==> config.mk <==
export PLATFORM = sky130hd
export DESIGN_NAME = ps2_key_event_ctrl
export DESIGN_NICKNAME = d
export VERILOG_FILES = /design/src/rtl/ps2_pkg.sv /design/src/rtl/ps2_key_event_ctrl_fifo.sv /design/src/rtl/ps2_key_event_ctrl.sv
export SDC_FILE = /design/constraint.sdc
export NUM_CORES = 1
export LEC_CHECK = 0
export BUFFER_PORTS_ARGS = -buffer_cell sky130_fd_sc_hd__buf_2
export CAP_MARGIN = 25
export CORE_MARGIN = 8
export CORE_UTILIZATION = 55
export CTS_BUF_LIST = sky130_fd_sc_hd__clkbuf_4 sky130_fd_sc_hd__clkbuf_8
export DETAILED_ROUTE_END_ITERATION = 6
export PLACE_DENSITY = 0.73
export RECOVER_POWER = 25
export SLEW_MARGIN = 15
export SYNTH_ARGS = -nofsm -noshare
export SYNTH_HDL_FRONTEND = slang
export SYNTH_SLANG_ARGS = --single-unit
==> constraint.sdc <==
create_clock -name clk -period 5 [get_ports clk]
set_input_delay 0.5 -clock clk [delete_from_list [all_inputs] [get_ports clk]]
set_output_delay 0.5 -clock clk [all_outputs]
set_load 0.03 [all_outputs]
==> src/rtl/ps2_pkg.sv <==
// Shared PS/2 set-2 scan constants, decoder state type and the letter lookup
// used by every consumer of the keyboard byte stream.
package ps2_pkg;

    localparam logic [7:0] SC_BREAK  = 8'hF0;
    localparam logic [7:0] SC_EXT    = 8'hE0;
    localparam logic [7:0] SC_LSHIFT = 8'h12;
    localparam logic [7:0] SC_RSHIFT = 8'h59;

    localparam int         EVT_W           = 6;
    localparam logic [5:0] CODE_UPPER_BASE = 6'd0;
    localparam logic [5:0] CODE_LOWER_BASE = 6'd26;

    typedef enum logic [1:0] {
        IDLE    = 2'd0,
        BRK     = 2'd1,
        EXT     = 2'd2,
        EXT_BRK = 2'd3
    } dec_state_e;

    // Set-2 make code -> letter index 1..26 (A..Z); 0 when the byte is not a letter.
    function automatic logic [4:0] scan_to_letter(input logic [7:0] sc);
        case (sc)
            8'h1C: return 5'd1;   8'h32: return 5'd2;   8'h21: return 5'd3;
            8'h23: return 5'd4;   8'h24: return 5'd5;   8'h2B: return 5'd6;
            8'h34: return 5'd7;   8'h33: return 5'd8;   8'h43: return 5'd9;
            8'h3B: return 5'd10;  8'h42: return 5'd11;  8'h4B: return 5'd12;
            8'h3A: return 5'd13;  8'h31: return 5'd14;  8'h44: return 5'd15;
            8'h4D: return 5'd16;  8'h15: return 5'd17;  8'h2D: return 5'd18;
            8'h1B: return 5'd19;  8'h2C: return 5'd20;  8'h3C: return 5'd21;
            8'h2A: return 5'd22;  8'h1D: return 5'd23;  8'h22: return 5'd24;
            8'h35: return 5'd25;  8'h1A: return 5'd26;
            default: return 5'd0;
        endcase
    endfunction

endpackage

==> src/rtl/ps2_key_event_ctrl_fifo.sv <==
// Small synchronous event queue; the head entry is visible combinationally so a
// push into an empty queue is presented on the very next cycle.
module ps2_evt_fifo
    import ps2_pkg::*;
#(
    parameter int DEPTH = 4,
    parameter int WIDTH = EVT_W
) (
    input  logic             clk,
    input  logic             rst,
    input  logic             push,
    input  logic [WIDTH-1:0] push_data,
    input  logic             pop,
    output logic [WIDTH-1:0] head_data,
    output logic             full,
    output logic             empty
);

    localparam int PW = $clog2(DEPTH);

    logic [WIDTH-1:0] mem [DEPTH];
    logic [PW-1:0]    wr_ptr_reg, rd_ptr_reg;
    logic [PW:0]      count_reg;
    logic             push_ok, pop_ok;

    assign empty   = (count_reg == '0);
    assign full    = (count_reg == (PW+1)'(DEPTH));
    assign pop_ok  = pop & ~empty;
    // A full queue still accepts a push when the head leaves in the same cycle.
    assign push_ok = push & (~full | pop_ok);

    always_ff @(posedge clk or negedge rst) begin
        if (!rst) begin
            wr_ptr_reg <= '0;
            rd_ptr_reg <= '0;
            count_reg  <= '0;
        end else begin
            if (push_ok) wr_ptr_reg <= wr_ptr_reg + PW'(1);
            if (pop_ok)  rd_ptr_reg <= rd_ptr_reg + PW'(1);
            case ({push_ok, pop_ok})
                2'b10:   count_reg <= count_reg + (PW+1)'(1);
                2'b01:   count_reg <= count_reg - (PW+1)'(1);
                default: count_reg <= count_reg;
            endcase
        end
    end

    always_ff @(posedge clk) begin
        if (push_ok) mem[wr_ptr_reg] <= push_data;
    end

    assign head_data = empty ? '0 : mem[rd_ptr_reg];

endmodule

==> src/rtl/ps2_key_event_ctrl.sv <==
// Scan-byte decoder: tracks break/extended prefixes and shift state, and queues
// one letter event per key press for the game FSM.
module ps2_key_event_ctrl
    import ps2_pkg::*;
#(
    parameter int FIFO_DEPTH     = 4,
    parameter int TIMEOUT_CYCLES = 100000,
    parameter int REPEAT_EN      = 0
) (
    input  logic       clk,
    input  logic       rst,
    input  logic       byte_valid,
    input  logic [7:0] byte_data,
    input  logic       evt_ready,
    input  logic       clr_overflow,
    output logic       evt_valid,
    output logic [5:0] evt_code,
    output logic       shift_held,
    output logic       overflow
);

    localparam int TW = (TIMEOUT_CYCLES > 1) ? $clog2(TIMEOUT_CYCLES) : 1;

    dec_state_e    state_reg, state_next;
    logic          shift_l_reg, shift_l_next;
    logic          shift_r_reg, shift_r_next;
    logic [4:0]    last_key_reg, last_key_next;
    logic [TW-1:0] tmo_cnt_reg;
    logic          overflow_reg;

    logic [4:0]    letter_idx;
    logic          tmo_hit;
    logic          push;
    logic [5:0]    push_code;
    logic          fifo_full, fifo_empty;

    assign letter_idx = scan_to_letter(byte_data);
    assign tmo_hit    = (state_reg != IDLE) && !byte_valid
                        && (tmo_cnt_reg == TW'(TIMEOUT_CYCLES - 1));
    assign shift_held = shift_l_reg | shift_r_reg;

    always_ff @(posedge clk or negedge rst) begin
        if (!rst) begin
            state_reg    <= IDLE;
            shift_l_reg  <= 1'b0;
            shift_r_reg  <= 1'b0;
            last_key_reg <= '0;
            tmo_cnt_reg  <= '0;
            overflow_reg <= 1'b0;
        end else begin
            state_reg    <= state_next;
            shift_l_reg  <= shift_l_next;
            shift_r_reg  <= shift_r_next;
            last_key_reg <= last_key_next;
            if (state_reg == IDLE || byte_valid || tmo_hit)
                tmo_cnt_reg <= '0;
            else
                tmo_cnt_reg <= tmo_cnt_reg + TW'(1);
            // A drop in the same cycle as a clear leaves the flag set.
            if (push && fifo_full && !evt_ready)
                overflow_reg <= 1'b1;
            else if (clr_overflow)
                overflow_reg <= 1'b0;
        end
    end

    always_comb begin
        state_next = state_reg;
        if (byte_valid) begin
            case (state_reg)
                IDLE: begin
                    if (byte_data == SC_BREAK)    state_next = BRK;
                    else if (byte_data == SC_EXT) state_next = EXT;
                end
                EXT:     state_next = (byte_data == SC_BREAK) ? EXT_BRK : IDLE;
                default: state_next = IDLE;
            endcase
        end else if (tmo_hit) begin
            state_next = IDLE;
        end
    end

    always_comb begin
        shift_l_next  = shift_l_reg;
        shift_r_next  = shift_r_reg;
        last_key_next = last_key_reg;
        push          = 1'b0;
        push_code     = {1'b0, letter_idx} + (shift_held ? CODE_UPPER_BASE : CODE_LOWER_BASE);
        if (byte_valid) begin
            case (state_reg)
                IDLE: begin
                    if (byte_data == SC_LSHIFT) begin
                        shift_l_next = 1'b1;
                    end else if (byte_data == SC_RSHIFT) begin
                        shift_r_next = 1'b1;
                    end else if (letter_idx != 5'd0) begin
                        if (REPEAT_EN != 0 || letter_idx != last_key_reg) begin
                            push          = 1'b1;
                            last_key_next = letter_idx;
                        end
                    end
                end
                BRK: begin
                    if (byte_data == SC_LSHIFT)
                        shift_l_next = 1'b0;
                    else if (byte_data == SC_RSHIFT)
                        shift_r_next = 1'b0;
                    else if (letter_idx != 5'd0 && letter_idx == last_key_reg)
                        last_key_next = 5'd0;
                end
                default: ;
            endcase
        end
    end

    ps2_evt_fifo #(
        .DEPTH (FIFO_DEPTH),
        .WIDTH (EVT_W)
    ) u_fifo (
        .clk       (clk),
        .rst       (rst),
        .push      (push),
        .push_data (push_code),
        .pop       (evt_ready),
        .head_data (evt_code),
        .full      (fifo_full),
        .empty     (fifo_empty)
    );

    assign evt_valid = ~fifo_empty;
    assign overflow  = overflow_reg;

endmodule

Yosys cells after proc, flatten, opt, wreduce, memory -nomap -nowiden
Memories as Yosys holds them, arrays and structs flattened.
Cells that the tools add are included.
{"block": "word_totals", "rom_bits": 640, "output_inout_bits": 9, "regBits": 34, "latch_bits": 0, "mem_count": 2, "ram_bits": 24, "wordCells": 105}
{"memory": "(name not given)", "depth": 128, "word_bits": 5, "read_ports": 1, "rd_clocked_by_memory_dff": 0, "write_ports": 0, "line": "ps2_pkg.sv:23", "rtl": "case (sc)"}
{"memory": "u_fifo.mem", "depth": 4, "word_bits": 6, "read_ports": 1, "rd_clocked_by_memory_dff": 0, "write_ports": 1, "line": "ps2_key_event_ctrl_fifo.sv:21", "rtl": "logic [WIDTH-1:0] mem [DEPTH];"}
{"block": "classes", "muxes": 37, "bitwise_logic": 6, "n_mul": 0, "div": 0, "n_lt_le_gt_ge": 0, "n_addsub": 6, "n_eq_ne": 24, "n_reduce_logical": 21, "shift": 0}
{"op": "$mux 5", "count": 9}
{"op": "$add 17x1->17 const B", "count": 1}
{"op": "$eq 17x17->1 const B", "count": 1}
{"op": "$mux 17", "count": 1}
{"op": "$eq 8x8->1 const B", "count": 2}
{"op": "$mux 1", "count": 16}
{"op": "$ne 2x2->1 const B", "count": 7}
{"op": "$mux 2", "count": 5}
{"op": "$pmux 5 s2", "count": 1}
{"op": "$reduce_bool 2->1", "count": 5}
{"op": "$reduce_and 9->1", "count": 1}
{"op": "$eq 8x5->1 const B", "count": 1}
{"op": "$eq 8x7->1 const B", "count": 1}
{"op": "$ne 2x1->1 const B", "count": 4}
{"op": "$add 5x5->6", "count": 1}
{"op": "$mux 6", "count": 1}
{"op": "$pmux 3 s2", "count": 1}
{"op": "$reduce_and 6->1", "count": 1}
{"op": "$eq 5x5->1", "count": 1}
{"op": "$logic_and 1x1->1", "count": 5}
{"op": "$ne 5x5->1", "count": 1}
{"op": "$reduce_bool 5->1", "count": 1}
{"op": "$add 2x1->2 const B", "count": 2}
{"op": "$eq 2x1->1 const B", "count": 2}
{"op": "16 further kinds", "count": 23}

Depth between registers and ports, before layout
Gate-level depths: netlist (run 1).
An unclocked memory read counts as a cell.
{"block": "depth", "depth_word": 12, "mapped_depth": 16}

Modules after synthesis
Synthesis (run 1) repeated with hierarchy kept, for this count alone.
{"block": "hier_totals", "cells_unflattened": 348, "area_unflattened_um2": 3585.9}
{"mod": "ps2_key_event_ctrl", "area_each_um2": 2244.7, "cells_per_inst": 271, "n_inst": 1}
{"mod": "ps2_evt_fifo", "area_each_um2": 1341.3, "cells_per_inst": 77, "n_inst": 1}

Least setup slack after synthesis (run 1)
Ideal clock, no wire load.
{"block": "synth_path", "path_kind": "input-to-reg", "from": "input port byte_data[0]", "to": "register u_fifo.count_reg[2]", "path_slack_ns": 1.344, "stages": 15, "setup_time_ns": 0.076, "arrival_time_ns": 3.580, "path_cell_list": "inv_1 -> ha_1 -> mux2_1 -> a21bo_2 -> and3_1 -> a211oi_1 -> a2111oi_4 -> a211oi_2 -> buf_4 -> nor2_1 -> fa_1 -> nor3_1 -> a22oi_1 -> mux2_2 -> o21ai_1"}
{"block": "synth_between", "elab_chain_len": 12, "elab_cells_between_ends": 17}
{"element": "from (decl)", "line": "ps2_key_event_ctrl.sv:13", "rtl": "input logic [7:0] byte_data,"}
{"element": "$mem_v2 128x5"}
{"element": "$mux 5", "line": "ps2_pkg.sv:23"}
{"element": "$ne 5x5->1", "line": "ps2_key_event_ctrl.sv:97", "rtl": "if (REPEAT_EN != 0 || letter_idx != last_key_reg) begin"}
{"element": "$mux 1", "line": "ps2_key_event_ctrl.sv:97"}
{"element": "$mux 1", "line": "ps2_key_event_ctrl.sv:96", "rtl": "end else if (letter_idx != 5'd0) begin"}
{"element": "$mux 1", "line": "ps2_key_event_ctrl.sv:94", "rtl": "end else if (byte_data == SC_RSHIFT) begin"}
{"element": "$mux 1 (*)", "line": "ps2_key_event_ctrl.sv:92", "rtl": "if (byte_data == SC_LSHIFT) begin"}
{"element": "$mux 1 (*)", "line": "ps2_key_event_ctrl.sv:90", "rtl": "case (state_reg)"}
{"element": "$mux 1 (*)", "line": "ps2_key_event_ctrl.sv:89", "rtl": "if (byte_valid) begin"}
{"element": "$and 1x1->1 (*)", "line": "ps2_key_event_ctrl_fifo.sv:30", "rtl": "assign push_ok = push & (~full | pop_ok);"}
{"element": "$eq 2x1->1 / $eq 2x2->1 (equally long branches)", "line": "ps2_key_event_ctrl_fifo.sv:40", "rtl": "case ({push_ok, pop_ok})"}
{"element": "$pmux 3 s2 / $reduce_bool 2->1 (equally long branches)"}
{"element": "to (signal assigned)", "line": "ps2_key_event_ctrl_fifo.sv:41", "rtl": "2'b10: count_reg <= count_reg + (PW+1)'(1);"}
{"element": "to (signal assigned)", "line": "ps2_key_event_ctrl_fifo.sv:42", "rtl": "2'b01: count_reg <= count_reg - (PW+1)'(1);"}
{"element": "to (signal assigned)", "line": "ps2_key_event_ctrl_fifo.sv:43", "rtl": "default: count_reg <= count_reg;"}
{"element": "to (decl)", "line": "ps2_key_event_ctrl_fifo.sv:23", "rtl": "logic [PW:0] count_reg;"}
Mark *: on every way between the ends. The rest lies on a longest branch, timed or not.
A chain may end at the register's enable or synchronous reset.

Final worst setup path (run 1)
{"block": "layout_path", "from": "input port byte_data[1]", "to": "register u_fifo.count_reg[2]"}
{"block": "layout_between", "elab_chain_len": 12, "elab_cells_between_ends": 17}
{"element": "$mem_v2 128x5 (*)"}
{"element": "$mux 5 (*)", "line": "ps2_pkg.sv:23"}
{"element": "via letter_idx[0]", "line": "ps2_key_event_ctrl.sv:31", "rtl": "logic [4:0] letter_idx;"}
{"element": "$ne 5x5->1", "line": "ps2_key_event_ctrl.sv:97"}
{"element": "$mux 1", "line": "ps2_key_event_ctrl.sv:97"}
{"element": "$mux 1 (*)", "line": "ps2_key_event_ctrl.sv:96"}
{"element": "$mux 1 (*)", "line": "ps2_key_event_ctrl.sv:94"}
{"element": "$mux 1 (*)", "line": "ps2_key_event_ctrl.sv:92"}
{"element": "$mux 1 (*)", "line": "ps2_key_event_ctrl.sv:90"}
{"element": "$mux 1 (*)", "line": "ps2_key_event_ctrl.sv:89"}
{"element": "$and 1x1->1 (*)", "line": "ps2_key_event_ctrl_fifo.sv:30"}
{"element": "$eq 2x1->1 / $eq 2x2->1 (equally long branches)", "line": "ps2_key_event_ctrl_fifo.sv:40"}
{"element": "$pmux 3 s2 / $reduce_bool 2->1 (equally long branches)"}
The timed path passes the listed nets; every way through them passes the cells marked *.

==> results.sh, run 1 <==
export IMPL_hold_depth=2
export IMPL_yosysSeqAreaShare_pct=41.84
export IMPL_htree_levels=3
export IMPL_hold_viol_final=0
export IMPL_clk_latency_ps=340
export IMPL_synth_edf_count=24
export IMPL_floorplan_io_pins=22
export IMPL_grt_remaining_overflow=0
export IMPL_synthesized_area_fraction_occupied_by_and_or_nand_nor_cells_pct=20.02
export IMPL_chipWidth_um=98.64
export IMPL_core_area_um2=6719
export IMPL_detailroute_via_count=2711
export IMPL_netlist_cell_type_count=73
export IMPL_post_cts_buffers=0
export IMPL_critical_path_max_fanout=17
export IMPL_grt_util_all_layers_pct=15.73
export IMPL_synth_compound_area_share_pct=13.79
export IMPL_path_clk_slew_ps=60
export IMPL_static_leakage_power_nw=1.694
export IMPL_layout_cells_most_common_list="nor2_1 (37), dfrtp_1 (34), edfxtp_1 (24), nand2_1 (21), buf_2 (20)"
export IMPL_async_reset_ff_share_pct=58.62
export IMPL_first_global_vias=2625
export IMPL_synthAdderAreaFrac_pct=4.863
export IMPL_initial_standard_cell_utilization_of_the_core_pct=55.90
export IMPL_net_count_of_the_mapped_netlist=385
export IMPL_grt_max_degree=35
export IMPL_report_final_slew_viol_count=35
export IMPL_final_period_util_pct=76.30
export IMPL_dominantRegCellSynth="dfrtp_1"
export IMPL_ys_seq_elements=58
export IMPL_hpwlAfterDp_um=5256
export IMPL_holdCritPathClass="in -> reg"
export IMPL_num_nets_final=400
export IMPL_rsz0062_at_grt="no"
export IMPL_fin_hold_ws_ps=346.7
export IMPL_final_antenna_net_count=0
export IMPL_ctsResizeCount=0
export IMPL_clock_root_buffer="clkbuf_8"
export IMPL_drt_first_pass_iters=4
export IMPL_post_route_cells_drive_above_1_share_pct=18.25
export IMPL_final_common_cell="nor2_1"
export IMPL_cpPeakStageDelay_ps=590
export IMPL_pd_cells_nw_per_um2=382.4
export IMPL_rr_startpoint="last_key_reg[2]"
export IMPL_start_kind="input pin"
export IMPL_port_buffers=21
export IMPL_endpoint_kind="register"
export IMPL_critPathMostFrequentCell="o21ai_1"
export IMPL_design_power_total_mw=1.537
export IMPL_critical_path_startpoint="byte_data[1]"
export IMPL_status="finished, violations left"
export IMPL_critical_path_buffer_and_inverter_count=3
export IMPL_final_cell_area_um2=4019
export IMPL_multi_input_comb_area_um2=2003
export IMPL_worst_path_dominant_cell_family="compound AO/OA/AOI/OAI gates"
export IMPL_routedWlPerCell_um=16.08
export IMPL_rr_endpoint="u_fifo.count_reg[1]"
export IMPL_r2r_slack_ps=2270
export IMPL_worst_slew_margin_rel_pct=-28.05
export IMPL_drcViolationCount=0
export IMPL_critical_path_depth=16
export IMPL_clock_skew_final_ps=5.496
export IMPL_antenna_violations_before_repair=0
export IMPL_period_minus_slack_ps=3815
export IMPL_max_vdd_ir_drop_v=0.0001724
export IMPL_final_fill_count=570
export IMPL_slew_of_the_pin_with_the_lowest_slew_margin_ps=1921
export IMPL_timing_worst_setup_path_type="in -> reg"
export IMPL_crit_path_cell_trace="buf_2, inv_1, ha_1, a21oi_1, a311oi_1, o21ai_1, o21ai_0, o41ai_2, a211oi_2, buf_4, nor2_1, fa_1, nor3_1, a22oi_1, mux2_2, o21ai_1"
export IMPL_cp_data_arrival_time_ps=4080
export IMPL_timing_final_setup_violations=0
export IMPL_muxShareOfSynthArea_pct=9.527
export IMPL_max_stage_delay_cell_worst_path="o21ai_0"
export IMPL_synth_top_family_by_area="simple AND/OR/NAND/NOR gates"
export IMPL_flip_flop_count_of_the_largest_register_all_copies_and_words_added=24
export IMPL_cp_data_required_time_ps=5270
export IMPL_drtIter0Drc=120
export IMPL_max_clock_freq_ghz=0.2621
export IMPL_drt_vias_per_instance=5.919
export IMPL_worstSetupEndpoint="u_fifo.count_reg[2]"
export IMPL_postRouteWirelength_um=7365
export IMPL_clkSinkCount=58
export IMPL_failed_checks="capacitance limit, slew limit"
export IMPL_numCtsBuffers=9
export IMPL_sequential_cell_area_um2=1572
export IMPL_cts_tree="done"
export IMPL_fp_row_count=30
export IMPL_floorplan_die_area_um2=9730
export IMPL_setup_tns_ps=0
export IMPL_die_height_um=98.64
export IMPL_detailed_place_area_um2=3855
export IMPL_synthesis_area_um2=3756
export IMPL_gp_congestion=0.9416
export IMPL_depth_of_the_worst_register_to_register_path=9
export IMPL_drv_max_cap_violation_count=1
export IMPL_syn_avg_cell_area_um2=10.49
export IMPL_syn_inst=358
export IMPL_antenna_diode_count=0
export IMPL_wire_length_of_the_first_global_routing_pass_um=12290
export IMPL_synth_xor_xnor_area_share_pct=5.130
export IMPL_post_cts_hold_buffer_count=0
export IMPL_clk_path_buf_depth=2
export IMPL_yosys_warnings=0
export IMPL_area_delta_synth_final_pct=6.995
[where the power goes]
part,switching [mW],internal (mW)
logic,0.297,0.249
clock network,0.182,0.180
registers,0.0780,0.551
[area by class of cell]
| class | instances | share of cell area (%) |
|---|---|---|
| Clock inverter | 6 | 0.8406 |
| Multi-Input combinational cell | 266 | 49.84 |
| Tap cell | 80 | 2.491 |
| Sequential cell | 58 | 39.10 |
| Timing Repair Buffer | 23 | 3.051 |
| Clock buffer | 10 | 3.269 |
| Inverter | 15 | 1.401 |
[cells in the mapped netlist (all sizes together), types with 4 or more instances]
cell / count / share of area, %
or2: 4 / 0.67
nand4: 4 / 0.67
a21oi: 11 / 1.6
nand2b: 5 / 0.83
nand3b: 6 / 1.2
nor2: 37 / 3.7
dfrtp: 34 / 23
mux4: 6 / 3.6
edfxtp: 24 / 19
and2: 9 / 1.5
nor3: 7 / 1.1
xor2: 12 / 2.8
ha: 13 / 4.3
mux2: 11 / 3.8
inv: 15 / 1.5
nand3: 14 / 1.9
and3: 11 / 2.0
nor2b: 5 / 0.83
xnor2: 10 / 2.3
clkbuf: 8 / 0.83
mux2i: 8 / 2.1
nand2: 22 / 2.3
or3: 4 / 0.80
buf: 11 / 2.5
a31oi: 4 / 0.67
o21ai: 16 / 2.1
[worst min-delay path by stage]
| stage | start | to | slack [ps] |
|---|---|---|---|
| 6_report | clr_overflow | overflow | 350 |
| 3_5_place_dp | tmo_cnt_reg[0] | tmo_cnt_reg[0] | 480 |
| 2_1_floorplan | rst | last_key_reg[0] | 200 |
| 3_3_place_gp | tmo_cnt_reg[0] | tmo_cnt_reg[0] | 470 |
| 4_1_cts | rst | u_fifo.rd_ptr_reg[0] | 270 |
| 5_1_grt | clr_overflow | overflow | 320 |
[per-stage QoR]
| stage | std cells | utilization (%) | setup slack [ps] |
|---|---|---|---|
| after floorplan | 358 | - | 1344 |
| after global placement | 441 | 57.21 | 1066 |
| after detailed placement | 442 | 57.37 | 899.2 |
| after CTS | 458 | 59.83 | 1245 |
| after global routing | 458 | 59.81 | 961.4 |
| final | 458 | 59.81 | 1185 |
[per-layer routing]
layer  part of all wire [%]  vias up  track usage, %
met2                     50       52           26.01
met4                   0.64        0           5.785
met5                      0        -               0
met3                    4.5        6           4.722
met1                     45     1324           18.89
li1                       -     1329               -
[kinds of logic (layout without fill, tap and decap cells)]
logic type	count (synthesis)	after routing
mux	25	25
simple gates	139	139
fa+ha+maj	14	14
buf+inv	34	54
compound gates	66	66
xor+xnor	22	22
flops	58	58
Power figures use the tool's default switching activity.
==> run 2, diff against run 1 <==
- PLACE_DENSITY: 0.73 -> 0.76
- clock period: 5 -> 3.15 ns (I/O delays scaled with it)
==> results.sh, run 2 (synthesis results as in run 1) <==
export IMPL_max_clock_freq_ghz=0.3373
export IMPL_clk_path_buf_depth=2
export IMPL_first_global_vias=2812
export IMPL_routedWlPerCell_um=15.91
export IMPL_setup_tns_ps=0
export IMPL_clock_skew_final_ps=11.99
export IMPL_drcViolationCount=0
export IMPL_post_cts_buffers=0
export IMPL_numCtsBuffers=9
export IMPL_period_minus_slack_ps=2964
export IMPL_rsz0062_at_grt="no"
export IMPL_detailroute_via_count=2819
export IMPL_grt_remaining_overflow=0
export IMPL_fin_hold_ws_ps=141.7
export IMPL_port_buffers=21
export IMPL_start_kind="input pin"
export IMPL_drtIter0Drc=117
export IMPL_status="finished, violations left"
export IMPL_timing_final_setup_violations=0
export IMPL_antenna_violations_before_repair=0
export IMPL_grt_util_all_layers_pct=16.94
export IMPL_worst_slew_margin_rel_pct=-21.72
export IMPL_postRouteWirelength_um=7748
export IMPL_hold_viol_final=0
export IMPL_clkSinkCount=58
export IMPL_cp_data_required_time_ps=3420
export IMPL_final_period_util_pct=94.11
export IMPL_initial_standard_cell_utilization_of_the_core_pct=55.90
export IMPL_wire_length_of_the_first_global_routing_pass_um=13230
export IMPL_layout_cells_most_common_list="nor2_1 (36), dfrtp_1 (34), buf_4 (29), edfxtp_1 (24), nand2_1 (21)"
export IMPL_dp_worst_setup_slack_ps=-195.2
export IMPL_final_cell_area_um2=4384
export IMPL_endpoint_kind="register"
export IMPL_slew_of_the_pin_with_the_lowest_slew_margin_ps=1826
export IMPL_final_core_util_pct=65.25
export IMPL_post_cts_hold_buffer_count=0
export IMPL_cts_tree="done"
export IMPL_final_fill_count=518
export IMPL_grt_max_degree=35
export IMPL_drt_first_pass_iters=5
export IMPL_dp_cells=471
export IMPL_num_nets_final=429
export IMPL_floorplan_die_area_um2=9730
export IMPL_clk_latency_ps=340
export IMPL_chipWidth_um=98.64
export IMPL_design_power_total_mw=2.646
export IMPL_gp_congestion=0.8756
export IMPL_cp_data_arrival_time_ps=3230
export IMPL_floorplan_io_pins=22
export IMPL_final_antenna_net_count=0
export IMPL_area_delta_synth_final_pct=16.72
export IMPL_holdCritPathClass="in -> reg"
export IMPL_drv_max_cap_violation_count=1
export IMPL_clock_root_buffer="clkbuf_8"
export IMPL_drt_vias_per_instance=5.789
export IMPL_stdcell_count=487
export IMPL_worst_slack_ps=185.6
export IMPL_final_common_cell="nor2_1"
export IMPL_detailed_place_area_um2=4188
export IMPL_max_vdd_ir_drop_v=0.0002957
export IMPL_post_route_cells_drive_above_1_share_pct=27.52
export IMPL_critical_path_max_fanout=4
export IMPL_fp_row_count=30
export IMPL_static_leakage_power_nw=1.856
export IMPL_die_height_um=98.64
export IMPL_timing_worst_setup_path_type="in -> reg"
export IMPL_flip_flop_count_of_the_largest_register_all_copies_and_words_added=24
export IMPL_pd_cells_nw_per_um2=603.4
export IMPL_failed_checks="capacitance limit, slew limit"
export IMPL_report_final_slew_viol_count=35
export IMPL_antenna_diode_count=0
export IMPL_path_clk_slew_ps=70
export IMPL_core_area_um2=6719
export IMPL_hpwlAfterDp_um=5839
export IMPL_htree_levels=3
run 2: worst paths after layout:
check	endpoint	start	slack (ps)	cells after the start
max	u_fifo.count_reg[2]	byte_data[0]	190	15
min	overflow	clr_overflow	140	2
max reg2reg	u_fifo.count_reg[2]	last_key_reg[1]	720	10
min reg2reg	tmo_cnt_reg[0]	tmo_cnt_reg[0]	490	1
max in group asynchronous	shift_l_reg	rst	1620	1
min in group asynchronous	u_fifo.wr_ptr_reg[1]	rst	460	1
run 2: timing repair:
action / in CTS / in global routing
endpoints found under the setup margin: 0 / 1
hold endpoints to repair: 0 / 0
gates resized for setup: 0 / 1
run 2: where the power goes:
group          internal, mW  switching, mW
clock network         0.380          0.299
registers             0.875          0.127
logic                 0.463          0.502
run 2: final cells by class:
type | instances | area, µm² | area share (%)
inverters | 15 | 62.56 | 1.427
repair buffers | 52 | 361.6 | 8.248
well taps | 80 | 100.1 | 2.283
flip-flops and latches | 58 | 1572 | 35.84
clock buffers | 11 | 138.9 | 3.168
multi-input cells | 266 | 2095 | 47.77
clock inverters | 5 | 55.05 | 1.256
run 2: routing by layer:
layer  global-route usage [%]  routed length (µm)  up-vias
met5                        0                   0        -
met4                    6.375                 124        0
met3                    3.594                 346       10
met2                    27.37                3742       59
met1                    21.72                3535     1354
li1                         -                   -     1396
run 2: critical path, stage by stage:
cell and delay [ps]:
buf_2 160, clkinvlp_4 160, ha_4 190, buf_4 140
a221o_1 350, o2111a_1 160, a211oi_2 280, a2111oi_4 80
a211oi_4 310, nor2_4 50, fa_2 390, nor3_1 210
a22oi_1 90, mux2_2 280, o21ai_1 70
==> run 3, diff against run 2 <==
- CORE_UTILIZATION: 55 -> 51
- PLACE_DENSITY: 0.76 -> 0.69
- clock period: 3.15 -> 3.1 ns (I/O delays scaled with it)
==> results.sh, run 3 (synthesis results as in run 1) <==
export IMPL_r2r_slack_ps=720
export IMPL_num_nets_final=438
export IMPL_drcViolationCount=0
export IMPL_grt_util_all_layers_pct=16.24
export IMPL_critical_path_max_fanout=4
export IMPL_timing_final_setup_violations=0
export IMPL_clk_path_buf_depth=2
export IMPL_path_clk_slew_ps=70
export IMPL_timing_worst_setup_path_type="in -> reg"
export IMPL_worst_path_dominant_cell_family="compound AO/OA/AOI/OAI gates"
export IMPL_chipWidth_um=101.8
export IMPL_layout_cells_most_common_list="buf_4 (38), nor2_1 (36), dfrtp_1 (34), edfxtp_1 (24), nand2_1 (21)"
export IMPL_rsz0062_at_grt="no"
export IMPL_die_height_um=101.8
export IMPL_status="finished, violations left"
export IMPL_max_clock_freq_ghz=0.3402
export IMPL_report_final_slew_viol_count=35
export IMPL_clkSinkCount=58
export IMPL_grt_remaining_overflow=0
export IMPL_port_buffers=21
export IMPL_htree_levels=3
export IMPL_dp_worst_setup_slack_ps=-283.9
export IMPL_first_global_vias=2742
export IMPL_postRouteWirelength_um=7850
export IMPL_post_route_cells_drive_above_1_share_pct=28.85
export IMPL_critical_path_buffer_and_inverter_count=2
export IMPL_numCtsBuffers=9
export IMPL_floorplan_die_area_um2=10370
export IMPL_max_vdd_ir_drop_v=0.0002764
export IMPL_hold_viol_final=0
export IMPL_flip_flop_count_of_the_largest_register_all_copies_and_words_added=24
export IMPL_slew_of_the_pin_with_the_lowest_slew_margin_ps=1896
export IMPL_final_antenna_net_count=0
export IMPL_static_leakage_power_nw=1.917
export IMPL_wire_length_of_the_first_global_routing_pass_um=13210
export IMPL_holdCritPathClass="in -> reg"
export IMPL_final_common_cell="buf_4"
export IMPL_drtIter0Drc=112
export IMPL_routedWlPerCell_um=15.24
export IMPL_post_cts_buffers=0
export IMPL_clock_root_buffer="clkbuf_8"
export IMPL_hpwlAfterDp_um=5844
export IMPL_worst_slew_margin_rel_pct=-26.38
export IMPL_floorplan_io_pins=22
export IMPL_cpPeakStageDelay_ps=460
export IMPL_drt_vias_per_instance=5.522
export IMPL_core_area_um2=7176
export IMPL_cp_data_required_time_ps=3330
export IMPL_antenna_violations_before_repair=0
export IMPL_pd_cells_nw_per_um2=616.7
export IMPL_antenna_diode_count=0
export IMPL_worst_slack_ps=160.3
export IMPL_fp_row_count=31
export IMPL_clk_latency_ps=330
export IMPL_cts_tree="done"
export IMPL_period_minus_slack_ps=2940
export IMPL_drt_first_pass_iters=4
export IMPL_detailroute_via_count=2844
export IMPL_final_period_util_pct=94.83
export IMPL_cp_data_arrival_time_ps=3170
export IMPL_initial_standard_cell_utilization_of_the_core_pct=52.35
export IMPL_design_power_total_mw=2.767
export IMPL_max_stage_delay_cell_worst_path="fa_2"
export IMPL_post_cts_hold_buffer_count=0
export IMPL_area_delta_synth_final_pct=19.45
export IMPL_ctsResizeCount=0
export IMPL_failed_checks="capacitance limit, slew limit"
export IMPL_endpoint_kind="register"
export IMPL_clock_skew_final_ps=8.536
export IMPL_start_kind="input pin"
export IMPL_crit_path_cell_trace="buf_2, clkinvlp_4, ha_4, mux2i_1, o22ai_1, o21ai_1, mux2_2, a2111oi_4, a211oi_4, nor2_4, fa_2, nor2b_1, o21bai_1, o2111a_1"
export IMPL_grt_max_degree=35
export IMPL_drv_max_cap_violation_count=1
export IMPL_gp_congestion=0.9239
==> run 3: cell types whose count changed in the layout (fill, tap and decap cells not counted), sizes merged <==
cell,change
buf,+9
bufinv,+1
clkinv,+1
clkinvlp,-2
==> run 3: final timing paths <==
check / startpoint / to / depth (start not counted)
worst max-delay path: byte_data[0] / u_fifo.count_reg[1] / 14
worst min-delay path: clr_overflow / overflow / 2
worst max register to register: last_key_reg[2] / u_fifo.count_reg[1] / 8
worst min register to register: tmo_cnt_reg[0] / tmo_cnt_reg[0] / 1
max in group asynchronous: rst / last_key_reg[3] / 1
min in group asynchronous: rst / last_key_reg[4] / 1
==> run 3: stage by stage <==
step | util [%] | cell area [µm²] | TNS (ps) | cells | hold slack [ps]
finish | 62.53 | 4487 | 0 | 515 | 152.7
detailed placement | 59.51 | 4270 | -2369 | 499 | 458.3
global route | 62.53 | 4487 | 0 | 515 | 134.4
CTS | 62.55 | 4488 | 0 | 515 | 86.99
floorplan | - | 3857 | -119.6 | 358 | 14.41
global placement | 59.35 | 4259 | -850.0 | 498 | 442.1
==> run 3: final cells by class <==
cell class,count,area [µm²]
Sequential cell,58,1572
Clock inverter,5,78.83
Fill cell,585,2689
Tap cell,99,123.9
Timing Repair Buffer,61,420.4
Clock buffer,11,138.9
Inverter,15,62.56
Multi-Input combinational cell,266,2091
==> run 3: worst reg2reg max path, cell delays in order (launching register included) <==
cell and delay, ps:
dfrtp_1 390, or3_1 420, a2111oi_4 430, a211oi_4 130, nor2_4 110, fa_2 460
nor2b_1 130, o21bai_1 70, o2111a_1 130
==> run 3: routing by layer <==
metal  wire (µm)  vias to the layer above  global-route usage [%]
li1            -                     1412                       -
met1        3604                     1371                   20.49
met2        3822                       50                   26.71
met3         306                       11                   3.610
met4         116                        0                   5.869
met5           0                        -                       0
==> run 3: power breakdown <==
group          total [mW]  internal [mW]  switching, mW  leakage [nW]
Clock               0.767          0.469          0.298         0.114
Combinational       0.986          0.474          0.511          1.12
Sequential           1.01          0.889          0.125         0.680
